`src/rtl/ram_read_arbiter.sv`:
```
// Round-robin arbiter sharing one synchronous RAM read port between NUM_REQ clients.
// Define RAM_READ_ARBITER_OUTREG_EN to register the response once more (latency 2).
module ram_read_arbiter #(
  parameter int NUM_REQ    = 2,
  parameter int ADDR_WIDTH = 8,
  parameter int DATA_WIDTH = 8
) (
  input  logic                          clk,
  input  logic                          rst_n,
  input  logic [NUM_REQ-1:0]            req_valid,
  input  logic [NUM_REQ*ADDR_WIDTH-1:0] req_addr,
  output logic [NUM_REQ-1:0]            req_ready,
  output logic [ADDR_WIDTH-1:0]         ram_raddr,
  input  logic [DATA_WIDTH-1:0]         ram_rdata,
  output logic [NUM_REQ-1:0]            rsp_valid,
  output logic [DATA_WIDTH-1:0]         rsp_data
);

  localparam int PTR_W = (NUM_REQ > 1) ? $clog2(NUM_REQ) : 1;
  localparam logic [PTR_W-1:0] LAST_ID = PTR_W'(NUM_REQ - 1);

  logic [PTR_W-1:0]      ptr;
  logic [PTR_W-1:0]      win;
  logic [PTR_W-1:0]      pend_id;
  logic                  found;
  logic                  pend_vld;
  logic [NUM_REQ-1:0]    grant;
  logic [NUM_REQ-1:0]    pend_onehot;
  logic [ADDR_WIDTH-1:0] win_addr;

  // Two passes: clients at or above ptr first, then the wrapped-around ones below it.
  always_comb begin
    // NOTE: every always_comb output gets a default first so no path can infer a latch.
    grant    = '0;
    win      = '0;
    win_addr = '0;
    found    = 1'b0;
    for (int i = 0; i < NUM_REQ; i++) begin
      if (!found && req_valid[i] && (i >= int'(ptr))) begin
        found    = 1'b1;
        win      = PTR_W'(i);
        grant[i] = 1'b1;
        win_addr = req_addr[i*ADDR_WIDTH +: ADDR_WIDTH];
      end
    end
    for (int i = 0; i < NUM_REQ; i++) begin
      if (!found && req_valid[i] && (i < int'(ptr))) begin
        found    = 1'b1;
        win      = PTR_W'(i);
        grant[i] = 1'b1;
        win_addr = req_addr[i*ADDR_WIDTH +: ADDR_WIDTH];
      end
    end
  end

  // Grant and address are held at zero while reset is asserted.
  assign req_ready = rst_n ? grant : '0;
  assign ram_raddr = rst_n ? win_addr : '0;

  always_ff @(posedge clk or negedge rst_n) begin
    // NOTE: sequential state uses non-blocking assignments only, so every register samples pre-edge values.
    if (!rst_n) begin
      ptr      <= '0;
      pend_id  <= '0;
      pend_vld <= 1'b0;
    end else begin
      pend_vld <= found;
      if (found) begin
        pend_id <= win;
        ptr     <= (win == LAST_ID) ? '0 : win + 1'b1;
      end
    end
  end

  always_comb begin
    pend_onehot = '0;
    for (int i = 0; i < NUM_REQ; i++) begin
      pend_onehot[i] = pend_vld && (pend_id == PTR_W'(i));
    end
  end

`ifdef RAM_READ_ARBITER_OUTREG_EN
  logic [NUM_REQ-1:0]    rsp_valid_q;
  logic [DATA_WIDTH-1:0] rsp_data_q;

  always_ff @(posedge clk or negedge rst_n) begin
    if (!rst_n) begin
      rsp_valid_q <= '0;
      rsp_data_q  <= '0;
    end else begin
      rsp_valid_q <= pend_onehot;
      rsp_data_q  <= ram_rdata;
    end
  end

  assign rsp_valid = rsp_valid_q;
  assign rsp_data  = rsp_data_q;
`else
  assign rsp_valid = pend_onehot;
  assign rsp_data  = rst_n ? ram_rdata : '0;
`endif

endmodule

```
`config.mk`:
```
export PLATFORM = sky130hd
export DESIGN_NAME = ram_read_arbiter
export DESIGN_NICKNAME = d
export VERILOG_FILES = /design/src/rtl/ram_read_arbiter.sv
export SDC_FILE = /design/constraint.sdc
export NUM_CORES = 1
export LEC_CHECK = 0
export CAP_MARGIN = 20
export CORE_UTILIZATION = 25
export DETAILED_ROUTE_END_ITERATION = 10
export GPL_TIMING_DRIVEN = 0
export MAX_ROUTING_LAYER = met4
export PLACE_DENSITY_LB_ADDON = 0.12
export SLEW_MARGIN = 0
export SYNTH_ARGS = -nofsm -noshare
export SYNTH_HDL_FRONTEND = slang
export SYNTH_SLANG_ARGS = --single-unit
export TNS_END_PERCENT = 50
```
`constraint.sdc`:
```
create_clock -name clk -period 2.4 [get_ports clk]
set_input_delay 0.48 -clock clk [delete_from_list [all_inputs] [get_ports clk]]
set_output_delay 0.48 -clock clk [all_outputs]
set_load 0.1 [all_outputs]
```
==> metrics <==
status finished clean; Pwr Density ~560 mW/mm2; crit path launch type flop; Async SR Flop Fraction between 90% and 100%; WL/cell 10.5 um; largest net degree at the start of global routing 11; Port-buffer cells between 40 and 50; Peak VDD IR ~0.00036 V; first drt pass iteration count 4; Total Nets Final between 100 and 150; # diodes 0; RSZ-0062 raised after global routing false; Core Util, Final approximately two thirds; clock sink total 3; Ys Warns 0; Clk pin slew, worst setup/hold paths about 0.040 ns; initial antenna violation count 0; post-synthesis mux area share 0%; Max Cap Viol 0; vias in the first global route 444; Synth Area in XOR/XNOR 0%; cell area after synthesis around 340 um2; fraction of layout cells with a size suffix above 1 approximately 30%; Final Hold Vio Count 0; Leakage about 0.37 nW; Slew Viols, Final 0; adder-cell area share of the yosys netlist 0%; largest family of logic cells by synthesized area simple AND/OR/NAND/NOR gates; Starting Density 28.5%; FMAX around 430 MHz; Placed Instances 110; CP Max Fanout 3; Tmin final 2.35 ns; Commonest cells post-synth nand2_1, and2_1, o22ai_1; worst hold path class in -> async; #FFs+latches synth 3; core area 0.00119 mm2; CP required 1.92 ns; critical path type reg -> out; total power 0.000453 W; first-pass GRT wire length between 1.5 and 2 mm; GP Congestion between 0.6 and 0.7; width of the chip about 39 um; total gr overflow 0; relative slew slack between 30% and 40%; Post-synth EDFFs 0; Syn Nets 77; cells after synthesis 49; CP arrival about 1.9 ns; detailed placer's ending HPWL a little over 900 um; sequential-to-total area share from yosys stat between 20% and 30%; TritonCTS clock tree built; Ports between 40 and 50; Mapped Avg Cell Area between 6 and 7 um2; CTS Buffer Depth 2; Die Span Y ~39 um; post-route ant nets 0; Yosys top cell by area dfrtp_1; area share of the largest cell type after synthesis around 22%; post-synthesis compound-gate area fraction 25.9%; top cells by area, synth dfrtp_1, nand2_1, and2_1; Clock Latency Late Sink around 0.23 ns; via count 496; Row Count 12; die footprint around 0.0015 mm2; final setup violation count 0; routed vias/inst approximately 4.4; most common cell in the netlist nand2_1; Synth Area in Simple Gates between 40% and 50%; final setup TNS 0 ns; DRC Markers 0; Post-CTS Repair Setup Buffers 0; GRT Total Usage between 10% and 20%; number of DRC markers in iteration 0 7; routed wire length around 1.2 mm; Main synth FF type dfrtp_1; root buf cell clkbuf_4; period utilisation layout 97.8%; CP endpoint kind output port; Num CTS Buffers 3; Netlist cell types 14; Fin Clk Skew between 0.0005 and 0.0006 ns; reg-to-reg setup timing slack about 1.5 ns; Slew @ Worst Pin between 0.9 and 1 ns; fin cells roughly 110; area delta synth->final 140%; H-tree levels 1
## per-stage QoR
stage / cell area [um2] / setup slack (ns) / hold WS (ns)
global placement: 826 / -0.830 / 0.482
global route: 810 / 0.00814 / 0.153
floorplan: 338 / -0.228 / 0.184
finish: 810 / 0.0524 / 0.155
CTS: 807 / 0.00272 / 0.506
detailed placement: 826 / -0.833 / 0.496
## cell families (layout without fill, tap and decap cells)
family	after synthesis	count (layout)
and+or+nand+nor	31	31
AOI/OAI and AO/OA	11	11
buffers and inverters	4	55
DFF	3	3
## state kept, by name, summed over array words and instances, names as in the netlist
name	cells
pend_id	1
pend_vld	1
ptr	1
## repair_timing
item	4_1_cts	5_1_grt
endpoints found under the setup margin	18	10
resized for setup	108	1
hold buffers	0	0
endpoints found under the hold margin	0	0
## final cells by class
| cell class | instances | area, um2 |
|---|---|---|
| clock buffers | 4 | 26.3 |
| plain buffers | 2 | 18.8 |
| repair buffers | 47 | 428 |
| fillers | 112 | 377 |
| well taps | 14 | 17.5 |
| multi-input cells | 42 | 236 |
| inverters | 2 | 7.51 |
| flip-flops and latches | 3 | 75.1 |
## placed cells by master (no fill, tap or decap)
cell,count
nand2_2,2
o22ai_1,7
clkdlybuf4s50_1,28
o21ai_4,1
inv_2,2
clkbuf_1,1
buf_6,1
clkbuf_4,3
o22ai_2,1
or2_2,1
nor2b_1,1
buf_4,19
dlymetal6s2s_1,1
and2_1,9
nand2_1,16
dfrtp_1,3
nor2_1,2
o21a_1,2
## per-layer routing
metal  vias to the layer above  track usage [%]  wire [um]
li1                        268                -          -
met1                       194             20.0        454
met2                        34             30.4        572
met3                         0             11.0        170
met4                         0             5.17          0
met5                         -                -          0
## worst paths after layout
kind                         start      endpoint  cells after the start
min in group clk           pend_id       pend_id                      1
setup reg to reg               ptr       pend_id                      3
hold / removal               rst_n       pend_id                      1
setup / recovery           pend_id  rsp_valid[0]                      2
max in group asynchronous    rst_n           ptr                      1
hold reg to reg            pend_id       pend_id                      1
## where the power goes
group | leakage, nW | switching [W] | internal (W)
Sequential | 0.0334 | 0.00000559 | 0.0000563
Clock | 0.0150 | 0.0000260 | 0.0000623
Combinational | 0.327 | 0.000213 | 0.0000902
## worst max-delay path: stages, from the launching register on
cell and delay (ns):
dfrtp_1 0.38, nor2b_1 0.11, clkdlybuf4s50_1 1.14
No activity file was read; power rests on OpenSTA's default activity.
